===== src/rtl/trace_pkg.sv =====
// Shared types and default widths for the PC execution tracer.
package trace_pkg;

    localparam int unsigned DEF_ADDR_W  = 32;
    localparam int unsigned DEF_INSTR_W = 32;
    localparam int unsigned DEF_DEPTH   = 16;
    localparam int unsigned DEF_CYCLE_W = 16;
    localparam int unsigned DEF_PC_STEP = 4;

    typedef enum logic [1:0] {
        ST_IDLE   = 2'd0,
        ST_RUN    = 2'd1,
        ST_HALTED = 2'd2
    } state_e;

    // Entry layout at the default widths; the tracer builds the same layout from its parameters.
    typedef struct packed {
        logic [DEF_ADDR_W-1:0]  pc;
        logic [DEF_INSTR_W-1:0] instr;
        logic                   reg_write;
        logic [DEF_CYCLE_W-1:0] stamp;
    } trace_entry_t;

    function automatic int unsigned entry_width(input int unsigned addr_w,
                                                input int unsigned instr_w,
                                                input int unsigned cycle_w);
        return addr_w + instr_w + 1 + cycle_w;
    endfunction

endpackage


===== src/rtl/trace_mem.sv =====
// Simple dual-port trace RAM: synchronous write, registered read-before-write.
module trace_mem #(
    parameter int unsigned DEPTH = 16,
    parameter int unsigned WIDTH = 81
) (
    input  logic                     clock,
    input  logic                     resetN,
    input  logic                     wr_en,
    input  logic [$clog2(DEPTH)-1:0] wr_addr,
    input  logic [WIDTH-1:0]         wr_data,
    input  logic [$clog2(DEPTH)-1:0] rd_addr,
    output logic [WIDTH-1:0]         rd_data
);

    logic [WIDTH-1:0] mem [DEPTH];

    // Storage array is deliberately left unreset.
    always_ff @(posedge clock) begin
        if (wr_en) begin
            mem[wr_addr] <= wr_data;
        end
    end

    always_ff @(posedge clock or negedge resetN) begin
        if (!resetN) begin
            rd_data <= '0;
        end else begin
            rd_data <= mem[rd_addr];
        end
    end

endmodule


===== src/rtl/pc_trace_buffer.sv =====
// Execution tracer: snoops the datapath each RUN cycle into a circular buffer
// and exposes an oldest-first registered read port.
module pc_trace_buffer
    import trace_pkg::*;
#(
    parameter int unsigned ADDR_W  = DEF_ADDR_W,
    parameter int unsigned INSTR_W = DEF_INSTR_W,
    parameter int unsigned DEPTH   = DEF_DEPTH,
    parameter int unsigned CYCLE_W = DEF_CYCLE_W,
    parameter int unsigned PC_STEP = DEF_PC_STEP
) (
    input  logic                     clock,
    input  logic                     resetN,
    input  logic [ADDR_W-1:0]        pcQ,
    input  logic [ADDR_W-1:0]        pcD,
    input  logic [INSTR_W-1:0]       instruction,
    input  logic                     regWriteEnable,
    input  logic                     start,
    input  logic                     stopReq,
    input  logic                     captureMode,
    input  logic [CYCLE_W-1:0]       stopCount,
    input  logic [$clog2(DEPTH)-1:0] rdIndex,
    output logic [ADDR_W-1:0]        rdPc,
    output logic [INSTR_W-1:0]       rdInstr,
    output logic                     rdRegWrite,
    output logic [CYCLE_W-1:0]       rdStamp,
    output logic                     rdValid,
    output logic [CYCLE_W-1:0]       cycleCount,
    output logic [$clog2(DEPTH):0]   entryCount,
    output logic                     wrapped,
    output logic                     running,
    output logic                     done
);

    localparam int unsigned PTR_W   = $clog2(DEPTH);
    localparam int unsigned CNT_W   = PTR_W + 1;
    localparam int unsigned ENTRY_W = entry_width(ADDR_W, INSTR_W, CYCLE_W);

    typedef struct packed {
        logic [ADDR_W-1:0]  pc;
        logic [INSTR_W-1:0] instr;
        logic               reg_write;
        logic [CYCLE_W-1:0] stamp;
    } entry_t;

    state_e             state;
    state_e             state_next;
    logic               clear;
    logic               active;
    logic               halt;
    logic               budget_hit;
    logic               qualify;
    logic               wr_en;
    logic [PTR_W-1:0]   wr_ptr;
    logic [PTR_W-1:0]   rd_addr;
    entry_t             wr_entry;
    entry_t             rd_entry;
    logic [ENTRY_W-1:0] rd_data;

    // Budget expires on the cycle whose stamp is stopCount-1; zero means unlimited.
    assign budget_hit = (stopCount != '0) && (cycleCount == stopCount - CYCLE_W'(1));
    assign qualify    = !captureMode || (pcD != pcQ + ADDR_W'(PC_STEP));
    assign wr_en      = active && qualify;

    always_comb begin
        state_next = state;
        clear      = 1'b0;
        active     = 1'b0;
        halt       = 1'b0;
        if (start) begin
            clear      = 1'b1;
            state_next = ST_RUN;
        end else begin
            case (state)
                ST_IDLE:   state_next = ST_IDLE;
                ST_RUN: begin
                    active = 1'b1;
                    halt   = stopReq || budget_hit;
                    if (halt) begin
                        state_next = ST_HALTED;
                    end
                end
                ST_HALTED: state_next = ST_HALTED;
                default:   state_next = ST_IDLE;
            endcase
        end
    end

    always_ff @(posedge clock or negedge resetN) begin
        if (!resetN) begin
            state   <= ST_IDLE;
            running <= 1'b0;
            done    <= 1'b0;
        end else begin
            state   <= state_next;
            running <= (state_next == ST_RUN);
            done    <= halt;
        end
    end

    // Pointer, occupancy and cycle bookkeeping; all hold outside RUN.
    always_ff @(posedge clock or negedge resetN) begin
        if (!resetN) begin
            wr_ptr     <= '0;
            cycleCount <= '0;
            entryCount <= '0;
            wrapped    <= 1'b0;
            rdValid    <= 1'b0;
        end else begin
            rdValid <= (CNT_W'(rdIndex) < entryCount);
            if (clear) begin
                wr_ptr     <= '0;
                cycleCount <= '0;
                entryCount <= '0;
                wrapped    <= 1'b0;
            end else if (active) begin
                if (wr_en) begin
                    wr_ptr <= wr_ptr + PTR_W'(1);
                    if (entryCount == CNT_W'(DEPTH)) begin
                        wrapped <= 1'b1;
                    end else begin
                        entryCount <= entryCount + CNT_W'(1);
                    end
                end
                if (cycleCount != '1) begin
                    cycleCount <= cycleCount + CYCLE_W'(1);
                end
            end
        end
    end

    // Once wrapped, the write pointer sits on the oldest surviving entry.
    assign rd_addr = (wrapped ? wr_ptr : '0) + rdIndex;

    always_comb begin
        wr_entry.pc        = pcQ;
        wr_entry.instr     = instruction;
        wr_entry.reg_write = regWriteEnable;
        wr_entry.stamp     = cycleCount;
    end

    trace_mem #(
        .DEPTH (DEPTH),
        .WIDTH (ENTRY_W)
    ) u_mem (
        .clock   (clock),
        .resetN  (resetN),
        .wr_en   (wr_en),
        .wr_addr (wr_ptr),
        .wr_data (wr_entry),
        .rd_addr (rd_addr),
        .rd_data (rd_data)
    );

    assign rd_entry   = rd_data;
    assign rdPc       = rd_entry.pc;
    assign rdInstr    = rd_entry.instr;
    assign rdRegWrite = rd_entry.reg_write;
    assign rdStamp    = rd_entry.stamp;

endmodule

===== config.mk =====
export PLATFORM = sky130hd
export DESIGN_NAME = pc_trace_buffer
export DESIGN_NICKNAME = d
export VERILOG_FILES = /design/src/rtl/trace_pkg.sv /design/src/rtl/trace_mem.sv /design/src/rtl/pc_trace_buffer.sv
export SDC_FILE = /design/constraint.sdc
export NUM_CORES = 1
export LEC_CHECK = 0
export CAP_MARGIN = 10
export CORE_MARGIN = 4
export CORE_UTILIZATION = 25
export DETAILED_ROUTE_END_ITERATION = 10
export GPL_ROUTABILITY_DRIVEN = 0
export GPL_TIMING_DRIVEN = 0
export HOLD_SLACK_MARGIN = 0.05
export PLACE_DENSITY = 0.44
export SYNTH_ARGS = -nofsm -noshare
export SYNTH_HDL_FRONTEND = slang
export SYNTH_SLANG_ARGS = --single-unit

===== constraint.sdc =====
create_clock -name clock -period 14.6 [get_ports clock]
set_input_delay 2.92 -clock clock [delete_from_list [all_inputs] [get_ports clock]]
set_output_delay 2.92 -clock clock [all_outputs]
set_load 0.02 [all_outputs]

* Yosys cells after proc, flatten, opt, wreduce, memory -nomap -nowiden
Memories as Yosys holds them, arrays and structs flattened. A register that Yosys moved wholly into a read port is not among the register bits. Cells that the tools add are included.
Word-level totals: memories 1, input port bits 122, flip-flop bits (word level) 31, output and inout bits 106, memory bits (writable) 1296, logic and storage cells 64
Memory list:
- u_mem.mem | words 16, width 81, rd ports 1, clocked after memory_dff 1, write ports 1, RTL line trace_mem.sv:15 | logic [WIDTH-1:0] mem [DEPTH];
Cells by class: multiplexer cells 25, order comparisons 1, reduce and logical (&&, ||, !) cells 15, $add $sub $neg 6, equality and inequality tests 8
Operators with widths (count):
- 2-to-1 mux 16 bit | 3
- adder 32 x 3 -> 32 bit, second input constant | 1
- inequality test 32 bit | 1
- 2-to-1 mux 5 bit | 4
- adder 16 x 1 -> 16 bit, second input constant | 1
- equality test 16 bit | 1
- 2-to-1 mux 4 bit | 4
- inequality test 16 bit, second input constant | 1
- nonzero test 16 bit | 1
- subtractor 16 x 1 -> 16 bit, second input constant | 1
- 2-to-1 mux 1 bit | 11
- nonzero test 2 bit | 4
- AND reduction 3 bit | 2
- adder 5 x 1 -> 5 bit, second input constant | 1
- equality test 5 bit, second input constant | 1
- < comparator 4 x 5 -> 1 bit | 1
- adder 4 x 1 -> 4 bit, second input constant | 1
- adder 4 bit | 1
- equality test 2 x 1 -> 1 bit, second input constant | 2
- 2-to-1 mux 2 bit | 2
- case mux 2 bit (2 select lines) | 1
- AND reduction 2 bit | 2
- equality test 2 bit, second input constant | 1
- logical AND 1 bit | 2
- other kinds (3) | 5

* Logic depth before layout (Yosys ltp)
depth in word-level cells 8, gate-level depth with buffers 11, gate-level depth less buffers 10

* By module
From an unflattened synthesis, not the netlist that was laid out.
Second synthesis, totals: cells, all modules 2481, area total of the unflattened synthesis 53797.8 sq um
By module, submodules not included:
- trace_mem | instances 1, cells each 2078, area each 50462.1 sq um, seq. area each 40944.3 sq um
- pc_trace_buffer | instances 1, cells each 403, area each 3335.7 sq um, seq. area each 775.7 sq um

* Least setup slack after synthesis
OpenSTA, ideal clock, no wires.
path kind input port to flip-flop, start in pcQ[4], end mem u_mem.mem[10][0] (enable), required time 13980 ps, slack 3686 ps, stages 11, data arrival time 10294 ps, path buffers 3, cells stage by stage buf_2 and3_1 buf_2 nand2_1 or4_4 o211ai_1 a221o_1 nor4_4 nand2b_1 buf_4 nor3_1
On the way: word-level cells in the longest chain between the ends 6
RTL lines:
- start: declaration | RTL line pc_trace_buffer.sv:14 | input logic [ADDR_W-1:0] pcQ,
- adder 32 x 3 -> 32 bit | RTL line pc_trace_buffer.sv:62 | assign qualify = !captureMode || (pcD != pcQ + ADDR_W'(PC_STEP));
- inequality test 32 bit | RTL line pc_trace_buffer.sv:62
- logical OR 1 bit | RTL line pc_trace_buffer.sv:62
- logical AND 1 bit | RTL line pc_trace_buffer.sv:63 | assign wr_en = active && qualify;
- 2-to-1 mux 1 bit | RTL line trace_mem.sv:19 | if (wr_en) begin
- 2-to-1 mux 1 bit (not written as such) | RTL line trace_mem.sv:20 | mem[wr_addr] <= wr_data;
- end: declaration | RTL line trace_mem.sv:15
Every way passes these cells.

* Worst setup path after layout
start in pcQ[9], end mem u_mem.mem[13][16] (enable)
Same word-level chain as after synthesis.

==> flow_summary.toml <==
[cts]
cts_tree = "done"
cts-htree-levels = 4
clockRootBuffer = "clkbuf_16"
clk_latency_ps = 790
holdBufCountCts = 0
clock_sinks = 1408
cts_resized = 0
postCtsSetupBuffers = 0
cts.reportedPaths.clkPinSlew_ps = 60
cts_buffers = 151
cts_buffer_depth = 3

[setup_path]
arrival_ps = 8730
startpoint_type = "input port"
crit_fanout = 22
criticalPathCategory = "input port to flip-flop"
cp-end-kind = "flip-flop"
critPathRequiredTime_ps = 15130

[grt]
gr-usage-met1_pct = 19.3
top_usage_layer = "met2"
use_met2_pct = 21.5
grt_usage_pct = 13.5
gr-total-overflow = 0
grt_pass1_wl_um = 220000
first_global_vias = 29494
grtUsageMet3_pct = 2.46
antenna_found_initial = 16
grt_max_degree = 68

[finish]
drive_above_1_share_pct = 21.9
n_fill_cell = 21215
syn2layout_area_growth_pct = 23.6
fin_area_um2 = 67300
fin_cells = 6289
utilization_pct = 31.0
nets = 3447

[power]
power_mw = 8.78
powerDensity_nw_per_um2 = 130
peakVddDrop_uv = 84.1
leakagePower_nw = 21.8

[synth]
ys_seq_elements = 1408
ys_async_sr_fraction_pct = 7.95
synthAdderAreaFrac_pct = 0.427
syn_inst = 2752
yosysUniqueCellTypes = 59
synth_edf_count = 1296
synth-warning-count = 0
synth_top_family_by_area = "multiplexers"
netlist_area_um2 = 54400
synthXorXnorAreaFrac_pct = 1.27
avgSynthCellArea_um2 = 19.8
muxShareOfSynthArea_pct = 13.6
synth-simple-area-share_pct = 5.37
seq_area_frac_synth_pct = 76.6
synth_ff_type = "edfxtp_1"
synth_compound_area_share_pct = 1.59
syn_nets = 2892

[die]
start_util_pct = 25.1
fp.dieW_um = 475
die_h_um = 475
io_pins = 228
die-area_um2 = 225000
coreArea_um2 = 217000
num_rows = 171

[timing]
finClkSkew_ps = 25.6
setup-violations-final = 0
max_slew_margin_pct = 20.7
final_max_slew_viol_count = 0
min_period_ps = 8200
clock.fmax_ghz = 0.122
worst_pin_slew_ps = 1190
rsz0062_at_grt = "no"
fin_hold_ws_ps = 602
fin_ws_ps = 6400
hold_viol_final = 0
tns_ps = 0
fin_crit_sh_pct = 56.2

[route]
drc = 0
dr.pass1.iters = 5
drtAntennaViolNets = 0
wl_um = 152000
wl_per_cell_um = 24.2
drtIter0Drc = 2518
viasPerCell = 4.48
vias = 28144

[place]
dp_hpwl_um = 104000
placed_cell_area_um2 = 62500
place_inst = 6004
post-place-ws_ps = 5490
port_buffers = 227

[run_status]
status = "complete, no violations"

[flow_run]
drv_cap = 0

[worst_hold_path]
hold_class = "flip-flop to flip-flop"
## sequential cells by signal, indices dropped and copies added (netlist names)
name	cells
u_mem.mem	1296
u_mem.rd_data	81
cycleCount	16
entryCount	5
wr_ptr	4
state	2
done	1
rdValid	1
running	1
wrapped	1
## final cells by class
class / instances / area [um2] / share of cell area (%)
inverters: 23 / 86.3 / 0.128
multi-input cells: 1185 / 12200 / 18.2
plain buffers: 136 / 534 / 0.794
well taps: 2854 / 3570 / 5.31
diodes: 3 / 7.51 / 0.0112
clock inverters: 92 / 788 / 1.17
flip-flops and latches: 1408 / 41700 / 62.0
clock buffers: 186 / 3970 / 5.90
repair buffers: 402 / 4370 / 6.50
## synthesized netlist by cell type (2+ instances only)
cell type | number | area (um2)
a21o_1 | 2 | 15.0
a21oi_1 | 10 | 50.1
a31oi_1 | 84 | 526
a41oi_1 | 2 | 17.5
and2_1 | 3 | 18.8
and3_1 | 91 | 569
and4_1 | 4 | 35.0
buf_1 | 41 | 154
buf_2 | 3 | 15.0
clkbuf_1 | 90 | 338
dfrtp_1 | 112 | 2800
edfxtp_1 | 1296 | 38900
ha_1 | 17 | 213
inv_1 | 23 | 86.3
mux2_2 | 2 | 22.5
mux2_4 | 2 | 30.0
mux2i_1 | 5 | 50.1
mux4_2 | 324 | 7300
nand2_1 | 358 | 1340
nand2b_1 | 9 | 56.3
nand3_1 | 23 | 115
nand3b_1 | 6 | 45.0
nand4_1 | 19 | 119
nand4b_1 | 3 | 26.3
nor2_1 | 39 | 146
nor2b_1 | 3 | 18.8
nor3_1 | 25 | 125
nor3b_1 | 4 | 30.0
nor4_1 | 11 | 68.8
nor4b_1 | 5 | 43.8
o211ai_1 | 6 | 45.0
o21ai_0 | 13 | 65.1
o311ai_0 | 2 | 17.5
o31ai_1 | 2 | 15.0
o32a_1 | 2 | 20.0
or3_1 | 5 | 31.3
or4_1 | 7 | 52.6
xnor2_1 | 39 | 342
xor2_1 | 40 | 350
## logic make-up after synthesis
kind of cell,count (synthesis)
flops,1408
simple gates,621
mux,333
buf+inv,159
compound gates,134
xor+xnor,79
fa+ha+maj,18
## worst max-delay path, cell delays in order
cell and delay (ps):
clkdlybuf4s50_1 1140, and4_4 460, nand4_4 190, or4_4 620
or4_1 510, a221o_1 390, nor4_4 660, nand2b_1 390
buf_4 270, nor3_2 70, buf_6 170, buf_8 150
buf_6 150, buf_6 160, buf_8 150, buf_6 140
buf_6 140
## placed cells by master, fill, tap and decap left out, types with 9 or more instances in the layout
cell,count
a21oi_1,10
a31oi_1,84
and3_1,89
buf_1,40
buf_4,11
buf_6,136
buf_8,26
clkbuf_1,115
clkbuf_16,153
clkdlybuf4s50_1,226
clkinv_1,38
clkinv_2,24
dfrtp_1,112
edfxtp_1,1296
ha_1,17
inv_1,23
mux4_2,324
nand2_1,358
nand2b_1,9
nand3_1,23
nand4_1,19
nor2_1,39
nor3_1,11
nor3_2,14
nor4_1,11
o21ai_0,13
xnor2_1,37
xor2_1,38
## path summary, 6_finish.rpt
check                      slack, ps  cells after the start                           to                 startpoint
max                             6400                     17  u_mem.mem[13][16]$_DFFE_PP_                     pcQ[9]
max in group asynchronous      11610                      2  u_mem.rd_data[64]$_DFF_PN0_                     resetN
min                              600                      1            rdValid$_DFF_PN0_  entryCount[4]$_DFFE_PN0P_
min reg2reg                      600                      1            rdValid$_DFF_PN0_  entryCount[4]$_DFFE_PN0P_
min in group asynchronous       2080                      1  u_mem.rd_data[14]$_DFF_PN0_                     resetN
max reg2reg                     8820                     11  u_mem.rd_data[43]$_DFF_PN0_      wr_ptr[0]$_DFFE_PN0P_
## per-layer routing
metal  wire length (um)  up-vias
li1                   -    12259
met1              70300    14954
met2              71600      762
met3               7980      169
met4               2480        0
met5                  0        -
## report_power, final
group | switching, mW | internal [mW] | total (mW)
sequential | 0.0257 | 4.46 | 4.49
combinational | 0.349 | 0.231 | 0.581
clock | 1.62 | 2.09 | 3.70
total | 1.99 | 6.79 | 8.78
Note: power is estimated with default switching activity, not from simulation.
